$ cat src/rtl/usb_desc_pkg.sv
// usb_desc_pkg: descriptor constants, fetch FSM states and error codes
package usb_desc_pkg;
  localparam logic [7:0] DT_DEVICE = 8'h01;
  localparam logic [7:0] DT_CONFIG = 8'h02;
  localparam logic [7:0] DT_INTERFACE = 8'h04;
  localparam logic [7:0] DT_ENDPOINT = 8'h05;
  localparam logic [15:0] DEV_DESC_LEN = 16'd18;
  localparam logic [15:0] CFG_HDR_LEN = 16'd9;
  localparam logic [1:0] ERR_NONE = 2'd0;
  localparam logic [1:0] ERR_TIMEOUT = 2'd1;
  localparam logic [1:0] ERR_XFER = 2'd2;
  localparam logic [1:0] ERR_BAD_LEN = 2'd3;
  typedef enum logic [3:0] {
    S_IDLE, S_REQ_DEV, S_RX_DEV, S_REQ_CFGH, S_RX_CFGH, S_REQ_CFG, S_RX_CFG,
    S_WAIT_PSR, S_RESTART, S_DONE, S_FAIL
  } state_e;
endpackage

$ cat src/rtl/desc_fetch_timer.sv
// desc_fetch_timer: reloadable idle down-counter; expired once CYCLES cycles pass without load
module desc_fetch_timer #(
  parameter int CYCLES = 60000
) (
  input  logic clk,
  input  logic rst_n,
  input  logic load,
  output logic expired
);
  localparam int W = $clog2(CYCLES + 1);
  logic [W-1:0] cnt_q;
  always_ff @(posedge clk or negedge rst_n)
    if (!rst_n) cnt_q <= '0;
    else if (load) cnt_q <= W'(CYCLES);
    else if (cnt_q != '0) cnt_q <= cnt_q - 1'b1;
  assign expired = cnt_q == '0;
endmodule

$ cat src/rtl/usb_desc_fetch_ctrl.sv
// usb_desc_fetch_ctrl: fetches device/config descriptors and streams them to the parser.
// Optional stat_bytes/stat_retries counters when DESC_FETCH_STATS_EN is defined.
module usb_desc_fetch_ctrl
  import usb_desc_pkg::*;
#(
  parameter int MAX_CFG_LEN    = 512,
  parameter int TIMEOUT_CYCLES = 60000,
  parameter int MAX_RETRIES    = 3
) (
  input  logic        clk,
  input  logic        rst_n,
  input  logic        start,
  output logic        busy,
  output logic        done,
  output logic        error,
  output logic [1:0]  err_code,
  output logic [15:0] total_len,
  output logic        ctl_req_valid,
  input  logic        ctl_req_ready,
  output logic [7:0]  ctl_req_desc_type,
  output logic [15:0] ctl_req_length,
  input  logic [7:0]  ctl_rx_data,
  input  logic        ctl_rx_valid,
  output logic        ctl_rx_ready,
  input  logic        ctl_xfer_done,
  input  logic        ctl_xfer_err,
  output logic        psr_enable,
  output logic [7:0]  psr_data,
  output logic        psr_valid,
  input  logic        psr_ready,
  input  logic        psr_done,
  input  logic        psr_found,
  output logic        ep_found
`ifdef DESC_FETCH_STATS_EN
  ,
  output logic [15:0] stat_bytes,
  output logic [7:0]  stat_retries
`endif
);
  localparam int RW = $clog2(MAX_RETRIES + 2);
  localparam logic [15:0] CAP = 16'(MAX_CFG_LEN);
  state_e state_q, state_d;
  logic [15:0] cnt_q, cnt_d, len_q, len_d, tot_q, tot_d;
  logic [RW-1:0] retry_q, retry_d;
  logic done_q, done_d, error_q, error_d, ep_q, ep_d;
  logic [1:0] err_q, err_d;
  logic rx, fwd, in_range, rx_acc, req_hs, expired, stall, xerr, load;
  assign rx = state_q inside {S_RX_DEV, S_RX_CFGH, S_RX_CFG};
  assign fwd = state_q == S_RX_DEV || state_q == S_RX_CFG;
  assign in_range = fwd && cnt_q < (state_q == S_RX_DEV ? DEV_DESC_LEN : tot_q);
  // bytes past the requested length are drained without reaching the parser
  assign psr_data = ctl_rx_data;
  assign psr_valid = in_range && ctl_rx_valid;
  assign ctl_rx_ready = rx && (!in_range || psr_ready);
  assign rx_acc = ctl_rx_valid && ctl_rx_ready;
  assign ctl_req_valid = state_q inside {S_REQ_DEV, S_REQ_CFGH, S_REQ_CFG};
  assign ctl_req_desc_type = state_q == S_REQ_DEV ? DT_DEVICE : ctl_req_valid ? DT_CONFIG : 8'h00;
  assign ctl_req_length = state_q == S_REQ_DEV ? DEV_DESC_LEN :
                          state_q == S_REQ_CFGH ? CFG_HDR_LEN :
                          state_q == S_REQ_CFG ? tot_q : 16'd0;
  assign req_hs = ctl_req_valid && ctl_req_ready;
  assign stall = (ctl_req_valid || rx) && expired && !req_hs && !rx_acc;
  assign xerr = rx && ctl_xfer_err;
  assign load = state_d != state_q || req_hs || rx_acc;
  assign busy = !(state_q inside {S_IDLE, S_DONE, S_FAIL});
  assign psr_enable = ctl_req_valid || rx || state_q == S_WAIT_PSR;
  assign done = done_q;
  assign error = error_q;
  assign err_code = err_q;
  assign total_len = tot_q;
  assign ep_found = ep_q;
  desc_fetch_timer #(.CYCLES(TIMEOUT_CYCLES)) u_timer (
    .clk(clk), .rst_n(rst_n), .load(load), .expired(expired)
  );
  always_comb begin
    state_d = state_q;
    cnt_d = req_hs ? 16'd0 : (rx_acc && cnt_q != 16'hFFFF) ? cnt_q + 16'd1 : cnt_q;
    len_d = req_hs ? 16'd0 : len_q;
    if (state_q == S_RX_CFGH && rx_acc && cnt_q == 16'd2) len_d[7:0] = ctl_rx_data;
    if (state_q == S_RX_CFGH && rx_acc && cnt_q == 16'd3) len_d[15:8] = ctl_rx_data;
    tot_d = tot_q;
    retry_d = retry_q;
    done_d = done_q;
    error_d = error_q;
    err_d = err_q;
    ep_d = ep_q || psr_found;
    if (stall || xerr) begin
      retry_d = retry_q + 1'b1;
      state_d = int'(retry_d) <= MAX_RETRIES ? S_RESTART : S_FAIL;
      error_d = int'(retry_d) > MAX_RETRIES;
      err_d = int'(retry_d) > MAX_RETRIES ? (xerr ? ERR_XFER : ERR_TIMEOUT) : ERR_NONE;
    end else begin
      case (state_q)
        S_IDLE: if (start) begin
          state_d = S_REQ_DEV;
          tot_d = '0;
          retry_d = '0;
          done_d = 1'b0;
          error_d = 1'b0;
          err_d = ERR_NONE;
          ep_d = 1'b0;
        end
        S_REQ_DEV: if (req_hs) state_d = S_RX_DEV;
        S_RX_DEV: if (ctl_xfer_done) state_d = S_REQ_CFGH;
        S_REQ_CFGH: if (req_hs) state_d = S_RX_CFGH;
        S_RX_CFGH: if (ctl_xfer_done) begin
          state_d = len_d < CFG_HDR_LEN ? S_FAIL : S_REQ_CFG;
          error_d = len_d < CFG_HDR_LEN;
          err_d = len_d < CFG_HDR_LEN ? ERR_BAD_LEN : ERR_NONE;
          tot_d = len_d < CFG_HDR_LEN ? tot_q : len_d > CAP ? CAP : len_d;
        end
        S_REQ_CFG: if (req_hs) state_d = S_RX_CFG;
        S_RX_CFG: if (ctl_xfer_done) state_d = S_WAIT_PSR;
        S_WAIT_PSR: if (psr_done || expired) begin
          state_d = S_DONE;
          done_d = 1'b1;
        end
        S_RESTART: state_d = S_REQ_DEV;
        S_DONE, S_FAIL: if (start) begin
          state_d = S_IDLE;
          done_d = 1'b0;
          error_d = 1'b0;
          err_d = ERR_NONE;
        end
        default: state_d = S_IDLE;
      endcase
    end
  end
  always_ff @(posedge clk or negedge rst_n)
    if (!rst_n) begin
      state_q <= S_IDLE;
      cnt_q <= '0;
      len_q <= '0;
      tot_q <= '0;
      retry_q <= '0;
      done_q <= 1'b0;
      error_q <= 1'b0;
      err_q <= ERR_NONE;
      ep_q <= 1'b0;
    end else begin
      state_q <= state_d;
      cnt_q <= cnt_d;
      len_q <= len_d;
      tot_q <= tot_d;
      retry_q <= retry_d;
      done_q <= done_d;
      error_q <= error_d;
      err_q <= err_d;
      ep_q <= ep_d;
    end
`ifdef DESC_FETCH_STATS_EN
  logic [15:0] stat_bytes_q;
  logic [7:0] stat_retries_q;
  always_ff @(posedge clk or negedge rst_n)
    if (!rst_n) begin
      stat_bytes_q <= '0;
      stat_retries_q <= '0;
    end else if (state_q == S_IDLE && start) begin
      stat_bytes_q <= '0;
      stat_retries_q <= '0;
    end else begin
      if (psr_valid && psr_ready && stat_bytes_q != 16'hFFFF) stat_bytes_q <= stat_bytes_q + 16'd1;
      if ((stall || xerr) && stat_retries_q != 8'hFF) stat_retries_q <= stat_retries_q + 8'd1;
    end
  assign stat_bytes = stat_bytes_q;
  assign stat_retries = stat_retries_q;
`endif
endmodule

$ cat config.mk
export PLATFORM = sky130hd
export DESIGN_NAME = usb_desc_fetch_ctrl
export DESIGN_NICKNAME = d
export VERILOG_FILES = /design/src/rtl/usb_desc_pkg.sv /design/src/rtl/desc_fetch_timer.sv /design/src/rtl/usb_desc_fetch_ctrl.sv
export SDC_FILE = /design/constraint.sdc
export NUM_CORES = 1
export LEC_CHECK = 0
export ABC_AREA = 1
export BUFFER_PORTS_ARGS = -buffer_cell sky130_fd_sc_hd__buf_2
export CORE_MARGIN = 10
export CORE_UTILIZATION = 33
export CTS_CLUSTER_DIAMETER = 40
export DETAILED_ROUTE_END_ITERATION = 7
export GPL_ROUTABILITY_DRIVEN = 0
export PLACE_DENSITY_LB_ADDON = 0.12
export SETUP_SLACK_MARGIN = 0.2
export SLEW_MARGIN = 25
export SYNTH_ARGS = -nofsm -noshare
export SYNTH_HDL_FRONTEND = slang
export SYNTH_SLANG_ARGS = --single-unit
export TNS_END_PERCENT = 10
$ cat constraint.sdc
create_clock -name clk -period 3.55 [get_ports clk]
set_clock_uncertainty 0.05 [all_clocks]
set_input_delay 0.8875 -clock clk [delete_from_list [all_inputs] [get_ports clk]]
set_output_delay 0.8875 -clock clk [all_outputs]
set_load 0.005 [all_outputs]
After elaboration in Yosys (flattened, before gate mapping)
Cells that the tools add are included.
- output and inout port bits: 58
- input bits: 18
- register bits after elaboration: 76
- word-level logic and storage cells: 135
- bitwise gates (word level): 1
- eq/ne operators: 21
- reductions and logical operators: 45
- mux-type cells: 50
- $add $sub $neg: 3
- magnitude comparators: 5
- operator list (cell ; count):
    2-to-1 mux 16 bit ; 13
    2-to-1 mux 4 bit ; 11
    case mux 4 bit (10 select lines) ; 1
    equality test 16 x 2 -> 1 bit, second input constant ; 2
    case mux 16 bit (2 select lines) ; 1
    2-to-1 mux 2 bit ; 9
    adder 16 x 1 -> 16 bit, second input constant ; 1
    equality test 4 x 3 -> 1 bit, second input constant ; 4
    greater-than comparator 16 x 10 -> 1 bit, second input constant ; 1
    zero test 16 bit ; 1
    < comparator 16 bit ; 1
    < comparator 16 x 4 -> 1 bit, second input constant ; 1
    2-to-1 mux 8 bit ; 2
    != test 16 bit, second input constant ; 1
    nonzero test 16 bit ; 1
    subtractor 16 x 1 -> 16 bit, second input constant ; 1
    logical AND 1 bit ; 13
    equality test 4 bit, second input constant ; 3
    nonzero test 2 bit ; 6
    nonzero test 3 bit ; 4
    logical OR 1 bit ; 9
    2-to-1 mux 3 bit ; 3
    equality test 4 x 2 -> 1 bit, second input constant ; 2
    2-to-1 mux 1 bit ; 7
    other kinds (20) ; 27

Longest topological paths before layout
Gate-level depths: netlist of the first run.
- word-level depth: 20
- mapped depth: 31
- gate-level depth less buffers: 31

By module
A second synthesis of the first run with hierarchy kept.
- cell total of the unflattened synthesis: 675
- area, all modules: 5079.9 µm²
- by module, submodules not included (module ; sequential area each (µm²) ; area each (µm²) ; times used ; cells each):
    usb_desc_fetch_ctrl ; 1501.4 ; 3982.6 ; 1 ; 527
    desc_fetch_timer ; 400.4 ; 1097.3 ; 1 ; 148

Worst setup path after synthesis of the first run
OpenSTA, ideal clock, no wires.
- path kind: register to register
- from: register state_q[1]
- to: register u_timer.cnt_q[0]
- library setup time: 70 ps
- required time: 3430 ps
- cell stages (with the launch flop): 28
- data arrival time: 3302 ps
- period minus slack after synthesis: 3423 ps
- buffers on the path: 2
- path slack: 127 ps
- path through: dfrtp_1 -> inv_2 -> nor2_4 -> nand2_2 -> clkbuf_1 -> nand2_1 -> ha_1 -> a21oi_1 -> nand3b_1 -> a21oi_1 -> nor3_2 -> nand3_4 -> nand4_4 -> nor2_4 -> buf_6 -> nand2_1 -> nand2_1 -> nor2_2 -> nand2_1 -> nor2_2 -> nand3_1 -> nand3_1 -> nand2_1 -> nand2_1 -> nand2_1 -> nor2_4 -> nand2_4 -> nor2_2
- longest elaborated chain between the ends: 20
- elaborated cells on any way between the ends: 55
- classes of those cells: order compare: 2; eq/ne: 11; mux: 17; reduce/logical: 25
- RTL lines (item ; line ; text):
    start: declaration ; usb_desc_fetch_ctrl.sv:42 ; state_e state_q, state_d;
    start signal: assignment ; usb_desc_fetch_ctrl.sv:141 ; state_q <= state_d;
    equality test 4 x 2 -> 1 bit ; usb_desc_fetch_ctrl.sv:48, usb_desc_fetch_ctrl.sv:49, usb_desc_fetch_ctrl.sv:50 ;
    2-to-1 mux 16 bit ; usb_desc_fetch_ctrl.sv:50 ; assign in_range = fwd && cnt_q < (state_q == S_RX_DEV ? DEV_DESC_LEN : tot_q);
    < comparator 16 bit ; usb_desc_fetch_ctrl.sv:50 ;
    logical AND 1 bit ; usb_desc_fetch_ctrl.sv:50 ;
    zero test 1 bit ; usb_desc_fetch_ctrl.sv:54 ; assign ctl_rx_ready = rx && (!in_range || psr_ready);
    logical OR 1 bit ; usb_desc_fetch_ctrl.sv:54 ;
    logical AND 1 bit ; usb_desc_fetch_ctrl.sv:54 ;
    logical AND 1 bit ; usb_desc_fetch_ctrl.sv:55 ; assign rx_acc = ctl_rx_valid && ctl_rx_ready;
    [3 not listed] ; n/a ;
    net len_d[12] ; usb_desc_fetch_ctrl.sv:43 ; logic [15:0] cnt_q, cnt_d, len_q, len_d, tot_q, tot_d;
    < comparator 16 x 4 -> 1 bit * ; usb_desc_fetch_ctrl.sv:107 ; state_d = len_d < CFG_HDR_LEN ? S_FAIL : S_REQ_CFG;
    2-to-1 mux 4 bit * ; usb_desc_fetch_ctrl.sv:107 ;
    2-to-1 mux 4 bit * ; usb_desc_fetch_ctrl.sv:106 ; S_RX_CFGH: if (ctl_xfer_done) begin
    case mux 4 bit (10 select lines) * ; usb_desc_fetch_ctrl.sv:93 ; case (state_q)
    2-to-1 mux 4 bit * ; usb_desc_fetch_ctrl.sv:87 ; if (stall || xerr) begin
    != test 4 bit * ; usb_desc_fetch_ctrl.sv:64 ; assign load = state_d != state_q || req_hs || rx_acc;
    logical OR 1 bit * (2 in series) ; usb_desc_fetch_ctrl.sv:64 ;
    2-to-1 mux 16 bit or nonzero test 2 bit (tied branches) ; n/a ;
    end signal: assignment ; desc_fetch_timer.sv:14 ; else if (load) cnt_q <= W'(CYCLES);
    end signal: assignment ; desc_fetch_timer.sv:15 ; else if (cnt_q != '0) cnt_q <= cnt_q - 1'b1;
    end: declaration ; desc_fetch_timer.sv:11 ; logic [W-1:0] cnt_q;
The timed path passes the listed nets; every way through them passes the cells marked *.
A chain may end at the register's enable or synchronous reset.

Final worst setup path of the first run
- from: register state_q[2]
- to: register u_timer.cnt_q[6]
The elaborated chain is that of the path after synthesis.

==> results of run 1 <==
==> worst max-delay path: cells and delay by family, from the launching register on <==
family,cells,cell delay (ns)
compound gates,1,0.06
fa+ha+maj,1,0.26
buf+inv,4,0.55
flops,1,0.40
simple gates,23,2.15
==> logic make-up (layout without fill, tap and decap cells) <==
| logic type | Yosys count | in the layout | share of synthesized area (%) |
|---|---|---|---|
| adder cells (fa/ha/maj) | 21 | 21 | 5.56 |
| other | 1 | 6 | 0.0793 |
| flip-flops | 76 | 76 | 40.2 |
| AND/OR/NAND/NOR | 323 | 324 | 31.4 |
| AO/OA/AOI/OAI | 75 | 75 | 9.37 |
| buffers and inverters | 122 | 240 | 11.0 |
| XOR/XNOR | 13 | 13 | 2.41 |
==> layout make-up <==
type	count	area (um^2)	share of cell area [%]
Multi-Input combinational cell	439	2610	41.8
Sequential cell	76	1900	30.4
Timing Repair Buffer	126	861	13.8
Inverter	100	380	6.08
Clock buffer	13	270	4.32
Tap cell	180	225	3.60
Clock inverter	1	7.51	0.120
==> worst min path at each step <==
stage	from	endpoint	slack (ns)	cells past startpoint
floorplan	ep_found	ep_found	0.43	2
global placement	ep_found	ep_found	0.42	2
detailed placement	ep_found	ep_found	0.42	2
CTS	ep_found	ep_found	0.45	2
global route	ep_found	ep_found	0.51	2
finish	ep_found	ep_found	0.44	2
==> stage by stage <==
step	util [%]	worst slack, ns	instance area [um^2]
5_1_grt	44.9	-0.349	6260
2_1_floorplan	-	0.230	4750
3_5_place_dp	38.9	-0.200	5420
3_3_place_gp	38.9	-0.138	5420
4_1_cts	42.8	-0.0842	5960
6_report	44.9	-0.0894	6260
==> cells in the final DEF, fill, tap and decap left out, types with 4 or more instances in the layout <==
master     netlist  layout
nor4_1           6       6
xor2_1           7       7
o21ai_0         23      20
nand2_1        129     105
nand2_2          4      27
buf_2            2      68
nand3b_1         6       6
xnor2_1          6       6
nand3_1         33      29
ha_4             0       5
buf_4           14      47
nor2_4           6      13
clkbuf_16        0      10
nand3_2          1       4
dfrtp_1         76      76
nor2_1          92      85
nor2_2          15      15
nor3_1          18      15
inv_1           96      95
conb_1           1       6
o21ai_2          4       5
ha_1            21      16
nor3_2           1       4
nand4_1          6       6
buf_6            1       6
o22ai_1          7       6
a21oi_1         23      21
==> routing by layer <==
layer	GRT usage, %	part of all wire, %	wire (um)	vias to the layer above
met1	19.8	49	7220	2122
li1	-	-	-	2236
met2	23.6	46	6800	110
met5	0	0	0	-
met4	4.18	1.4	206	0
met3	3.88	4.3	639	18
==> where the power goes <==
group          internal (mW)  switching, mW
combinational          0.790           1.19
sequential             0.963         0.0772
clock                  0.523          0.355
==> state kept, by name, indices dropped and copies added, names as in the netlist <==
name	flops
err_code	2
retry_q	3
u_timer.cnt_q	16
cnt_q	16
ep_found	1
done	1
total_len	16
state_q	4
len_q	16
error	1
==> repair_timing <==
item	4_1_cts	5_1_grt
endpoints found under the setup margin	36	49
hold buffers	0	0
resized for setup	27	52
cloned	0	2
pin swaps	21	36
setup buffers	16	7
==> metrics.md, run 1 <==
| Metric | Value |
|---|---|
| Status | finished with violations |
| Failing checks | negative setup slack |
| Post-synthesis sequential area ratio | approximately two fifths |
| Vias in the first global route | roughly 4500 |
| Detail Placement HPWL | between 10000 and 15000 um |
| Worst setup margin | -0.0894 ns |
| Top cells by area, synth | dfrtp_1, nand2_1, inv_1 |
| Max Slew Vio Count | 0 |
| Remaining DRCs | 0 |
| CTS Buf Count | 9 |
| Min-Delay Path Class | reg -> reg |
| Post-synth top area cell | dfrtp_1 |
| Critical Path AT | around 3.8 ns |
| Number of synthesis warnings | 0 |
| Die H | around 140 um |
| RSZ-0062 raised after global routing | true |
| WHS | approximately 0.44 ns |
| H-Tree Level Count | 3 |
| CP required | approximately 3.7 ns |
| Synthesized area per cell | 7.49 um^2 |
| CP Capture Point | u_timer.cnt_q[6] |
| Crit share post-route | 103% |
| Flops & latches, synth | 76 |
| Critical path's slowest cell | dfrtp_1 |
| Pwr/cell area | between 600 and 700 mW/mm^2 |
| Worst-case clock buffer depth | 2 |
| Starting DRT DRC Count | 314 |
| Clock Tree Root | clkbuf_16 |
| DP Cell Count | 896 |
| Starting Density | about a third |
| Clock sink total | 76 |
| Relative slew margins | approximately half |
| Achievable clock frequency | ~0.27 GHz |
| DRT Wirelength | 14900 um |
| # IOs | 76 |
| Critical Path Most Common Cell | nand2_2 |
| Crit end category | flip-flop |
| Drt first pass iters | 5 |
| Post-synthesis async set-or-reset flop share | 100% |
| Crit path kind | reg -> reg |
| Vias/cell | approximately 4.8 |
| Total gr overflow | 0 |
| Reg2Reg Setup Slack | -0.09 ns |
| CP startpoint kind | flip-flop |
| Design Power | roughly 3.9 mW |
| IO Port Bufs | 69 |
| Endpoints failing hold | 0 |
| Routed wire per std cell | approximately 16 um |
| Max-Cap Viols | 0 |
| Total number of vias | roughly 4500 |
| GRT Overall Usage | about 15% |
| Clock period minus worst slack | between 3 and 4 ns |
| Crit-path max FO | 8 |
| Most common cell in the netlist | nand2_1 |
| Antenna Nets Post-Route | 0 |
| Clk Latency, worst-skew pair | 0.34 ns |
| Reg2reg path depth | 29 |
| Die X | approximately 140 um |
| Largest net degree at the start of global routing | slightly below 80 |
| Final Non-Filler Cells | just over 900 |
| Max VDD drop | just under 0.4 mV |
| Rows | between 40 and 50 |
| Cell Area, Synth | roughly 0.0047 mm^2 |
| Setup violators final | 21 |
| Primary FF master, synth | dfrtp_1 |
| Worst r2r dst | u_timer.cnt_q[6] |
| Post-synth top cells | nand2_1, inv_1, nor2_1 |
| Post-synth top area share | between 40 and 50% |
| Reg clk slew, reported paths | about 0.060 ns |
| Setup TNS | -1.05 ns |
| Post-synthesis cell count | about 630 |
| Static Leakage | between 3 and 4 nW |
| Worst slew pin tran | around 0.72 ns |
| Die area | between 0.015 and 0.02 mm^2 |
| Filler cells | roughly 1400 |
| Worst r2r src | state_q[2] |
| CP Launch Point | state_q[2] |
| # nets final | 791 |
| CTS tree | built |
| Initial antenna violation count | 0 |
| Crit-path max cell delay | around 0.4 ns |
| ANT cells | 0 |
| Count of different cell masters after synthesis | 45 |
| EDFF count, synth | 0 |
| P&R area growth vs syn | 32.4% |
| First-pass GRT wire length | roughly 24000 um |
| Share of post-route cells with drive strength above 1 | 30.5% |
| Core area | 0.0139 mm^2 |
Power figures use the tool's default switching activity.
==> inputs of run 2 (changes only) <==
--- a/config.mk
+++ b/config.mk
@@ -5,14 +5,13 @@
 export SDC_FILE = /design/constraint.sdc
 export NUM_CORES = 1
 export LEC_CHECK = 0
-export ABC_AREA = 1
 export BUFFER_PORTS_ARGS = -buffer_cell sky130_fd_sc_hd__buf_2
 export CORE_MARGIN = 10
 export CORE_UTILIZATION = 33
 export CTS_CLUSTER_DIAMETER = 40
+export CTS_CLUSTER_SIZE = 8
 export DETAILED_ROUTE_END_ITERATION = 7
 export GPL_ROUTABILITY_DRIVEN = 0
-export PLACE_DENSITY_LB_ADDON = 0.12
 export SETUP_SLACK_MARGIN = 0.2
 export SLEW_MARGIN = 25
 export SYNTH_ARGS = -nofsm -noshare
==> metrics.md, run 2 <==
| Metric | Value |
|---|---|
| Die X | 140 um (about the same) |
| Routed wire per std cell | 16.1 um (+1.2%) |
| Total number of vias | 4416 (-1.6%) |
| CP top delay family | simple AND/OR/NAND/NOR gates |
| Crit path kind | reg -> out |
| Starting DRT DRC Count | 233 (-26%) |
| Most common cell in the netlist | nand2_1 |
| Cell Area, Synth | 0.00473 mm^2 (+0.11%) |
| Starting Density | 33.8% (-0.095 points) |
| Setup violators final | 2 (-90%) |
| Most frequent cells in the layout | nand2_1, dfrtp_1, buf_2 |
| Post-synthesis sequential area ratio | 40.2% (-0.043 points) |
| DRT Wirelength | 13400 um (-10%) |
| Critical path's slowest cell | or4b_4 |
| WHS | 0.432 ns (-0.0118 ns) |
| Post-synthesis cell count | 564 (-11%) |
| Flops & latches, synth | 76 (unchanged) |
| Critical Path AT | 2.66 ns (-1.14 ns) |
| Top cells by area, synth | dfrtp_1, nand2_1, ha_1 |
| Buf+Inv Stages, Crit Path | 2 (-2) |
| Failing checks | negative setup slack |
| # nets final | 684 (-14%) |
| Relative slew margins | 53.4% (+1.4 points) |
| CTS Buf Count | 9 (unchanged) |
| Worst setup margin | -0.0450 ns (+0.0444 ns) |
| Status | finished with violations |
| Share of post-route cells with drive strength above 1 | 23.7% (-6.8 points) |
| Drt first pass iters | 5 (unchanged) |
| GRT Overall Usage | 13.4% (-1.7 points) |
| Worst path cell trace | or4b_4 > buf_8 > nand2_4 > ha_4 > nand4_1 > a311oi_2 > o2111ai_4 > nand2_1 > o21a_1 > buf_2 |
| RSZ-0062 raised after global routing | true |
| Count of different cell masters after synthesis | 56 (+24%) |
| Initial antenna violation count | 1 (+1) |
| Vias/cell | 5.31 (+11%) |
| First-pass GRT wire length | 22000 um (-8.3%) |
| Die area | 0.0195 mm^2 (about the same) |
| IO Port Bufs | 69 (unchanged) |
| P&R area growth vs syn | 23.9% |
| Post-synth top area cell | dfrtp_1 |
| Detail Placement HPWL | 9760 um (-11%) |
| Number of synthesis warnings | 0 (unchanged) |
| Die H | 140 um (about the same) |
| Clock period minus worst slack | 3.59 ns (-0.0444 ns) |
| Worst slew pin tran | 0.693 ns (-0.0275 ns) |
| CP startpoint kind | flip-flop |
| Clock Tree Root | clkbuf_16 |
| CTS tree | built |
| Total gr overflow | 0 (unchanged) |
| Crit-path max cell delay | 0.57 ns (+0.17 ns) |
| Worst-case clock buffer depth | 2 (unchanged) |
| Crit share post-route | 101% (-1.3 points) |
| Pre-CTS setup slack | -0.0614 ns (+0.139 ns) |
| Primary FF master, synth | dfrtp_1 |
| Max Slew Vio Count | 0 (unchanged) |
| Synthesized area per cell | 8.39 um^2 (+12%) |
| Static Leakage | 2.77 nW (-11%) |
| Clk Latency, worst-skew pair | 0.34 ns (about the same) |
| CP required | 2.61 ns (-1.10 ns) |
| Largest net degree at the start of global routing | 77 (unchanged) |
| Endpoints failing hold | 0 (unchanged) |
| H-Tree Level Count | 3 (unchanged) |
| Vias in the first global route | 4380 (-2.8%) |
| EDFF count, synth | 0 (unchanged) |
| Clock sink total | 76 (unchanged) |
| Min-Delay Path Class | reg -> reg |
| Antenna Nets Post-Route | 0 (unchanged) |
| Rows | 43 (unchanged) |
| Max-Cap Viols | 0 (unchanged) |
| Max VDD drop | 0.246 mV (-37%) |
| # IOs | 76 (unchanged) |
| Core area | 0.0140 mm^2 (+0.39%) |
| Crit end category | primary output |
| Crit-path max FO | 7 (-1) |
| Post-synth top area share | 40.2% (-0.043 points) |
| Most common cell after layout, fill and taps aside | nand2_1 |
| Remaining DRCs | 0 (unchanged) |
| Pwr/cell area | 603 mW/mm^2 (-3.1%) |
| Post-synth top cells | nand2_1, dfrtp_1, nor2_1 |
| Achievable clock frequency | 0.278 GHz (+1.2%) |
| Reg clk slew, reported paths | 0.06 ns (about the same) |
| Post-synthesis async set-or-reset flop share | 100% (unchanged) |
[run 2: cell types whose count changed after synthesis, sizes merged, moves of 6 or more]
| cell | previous run | this run |
|---|---|---|
| inv | 99 | 23 |
| nor2 | 113 | 48 |
| nand2 | 134 | 87 |
| and2 | 0 | 31 |
| clkbuf | 4 | 18 |
| or3 | 0 | 11 |
| nand2b | 0 | 10 |
| xor2 | 7 | 16 |
| a21oi | 23 | 30 |
| nor2b | 0 | 7 |
| o21ai | 29 | 36 |
| and3 | 1 | 7 |
[run 2: what timing repair did]
item,CTS,global route
setup endpoints to repair,11,49
pin swaps,19,20
hold buffers,0,0
gates cloned,1,1
resized for setup,20,22
buffers inserted,2,5
[run 2: final timing paths]
kind / startpoint / endpoint / slack, ns / depth (start not counted)
min reg2reg: ep_found / ep_found / 0.43 / 1
min: ep_found / ep_found / 0.43 / 1
max: state_q[0] / ctl_rx_ready / -0.04 / 10
max in group asynchronous: rst_n / u_timer.cnt_q[10] / 2.44 / 1
min in group asynchronous: rst_n / len_q[6] / 0.52 / 1
max reg2reg: state_q[0] / u_timer.cnt_q[9] / 0.05 / 14
[run 2: stage by stage]
stage	setup TNS [ns]	std cells	instance area, um^2	power (mW)	utilization, %
4_1_cts	-0.0305	824	5730	3.49	40.9
3_5_place_dp	-0.114	805	5320	2.57	38.0
2_1_floorplan	0	569	4770	2.06	-
6_report	-0.0836	831	5860	3.53	41.9
3_3_place_gp	0	805	5320	2.54	38.0
5_1_grt	-0.779	831	5860	3.78	41.9
[run 2: cell type report]
| class | count | area, um^2 |
|---|---|---|
| fillers | 1412 | 8130 |
| multi-input cells | 434 | 2760 |
| flip-flops and latches | 76 | 1900 |
| repair buffers | 101 | 604 |
| clock buffers | 11 | 243 |
| well taps | 180 | 225 |
| inverters | 23 | 86.3 |
| clock inverters | 5 | 36.3 |
| diodes | 1 | 2.50 |
[run 2: cells by family after synthesis]
family / synth area share, %
AOI/OAI and AO/OA: 12.7
buffers and inverters: 6.08
xor gates and xnor gates: 4.26
adders and majority gates: 5.55
other: 0.0792
and+or+nand+nor: 30.3
muxes: 0.846
DFF: 40.2
[run 2: report_power, final]
part | internal, mW | switching (mW)
Sequential | 0.975 | 0.0921
Clock | 0.493 | 0.364
Combinational | 0.669 | 0.941
[run 2: worst register-to-register path, stage by stage (launching register included)]
cell and delay (ns):
dfrtp_1 0.38, or4b_4 0.57, buf_2 0.19, nand2_1 0.08, ha_1 0.28, a21oi_2 0.16, nor3_2 0.06, nor3_2 0.21
buf_4 0.16, a31oi_4 0.11, buf_4 0.17, o21ai_4 0.21, or3_1 0.16, nand4_2 0.17, or3b_1 0.40
[run 2: layer usage]
metal,global-route usage (%),part of all wire [%],vias up
li1,-,-,2111
met1,15.9,44,2137
met2,22.5,49,140
met3,3.37,4.4,28
met4,5.11,3.0,0
met5,0,0,-
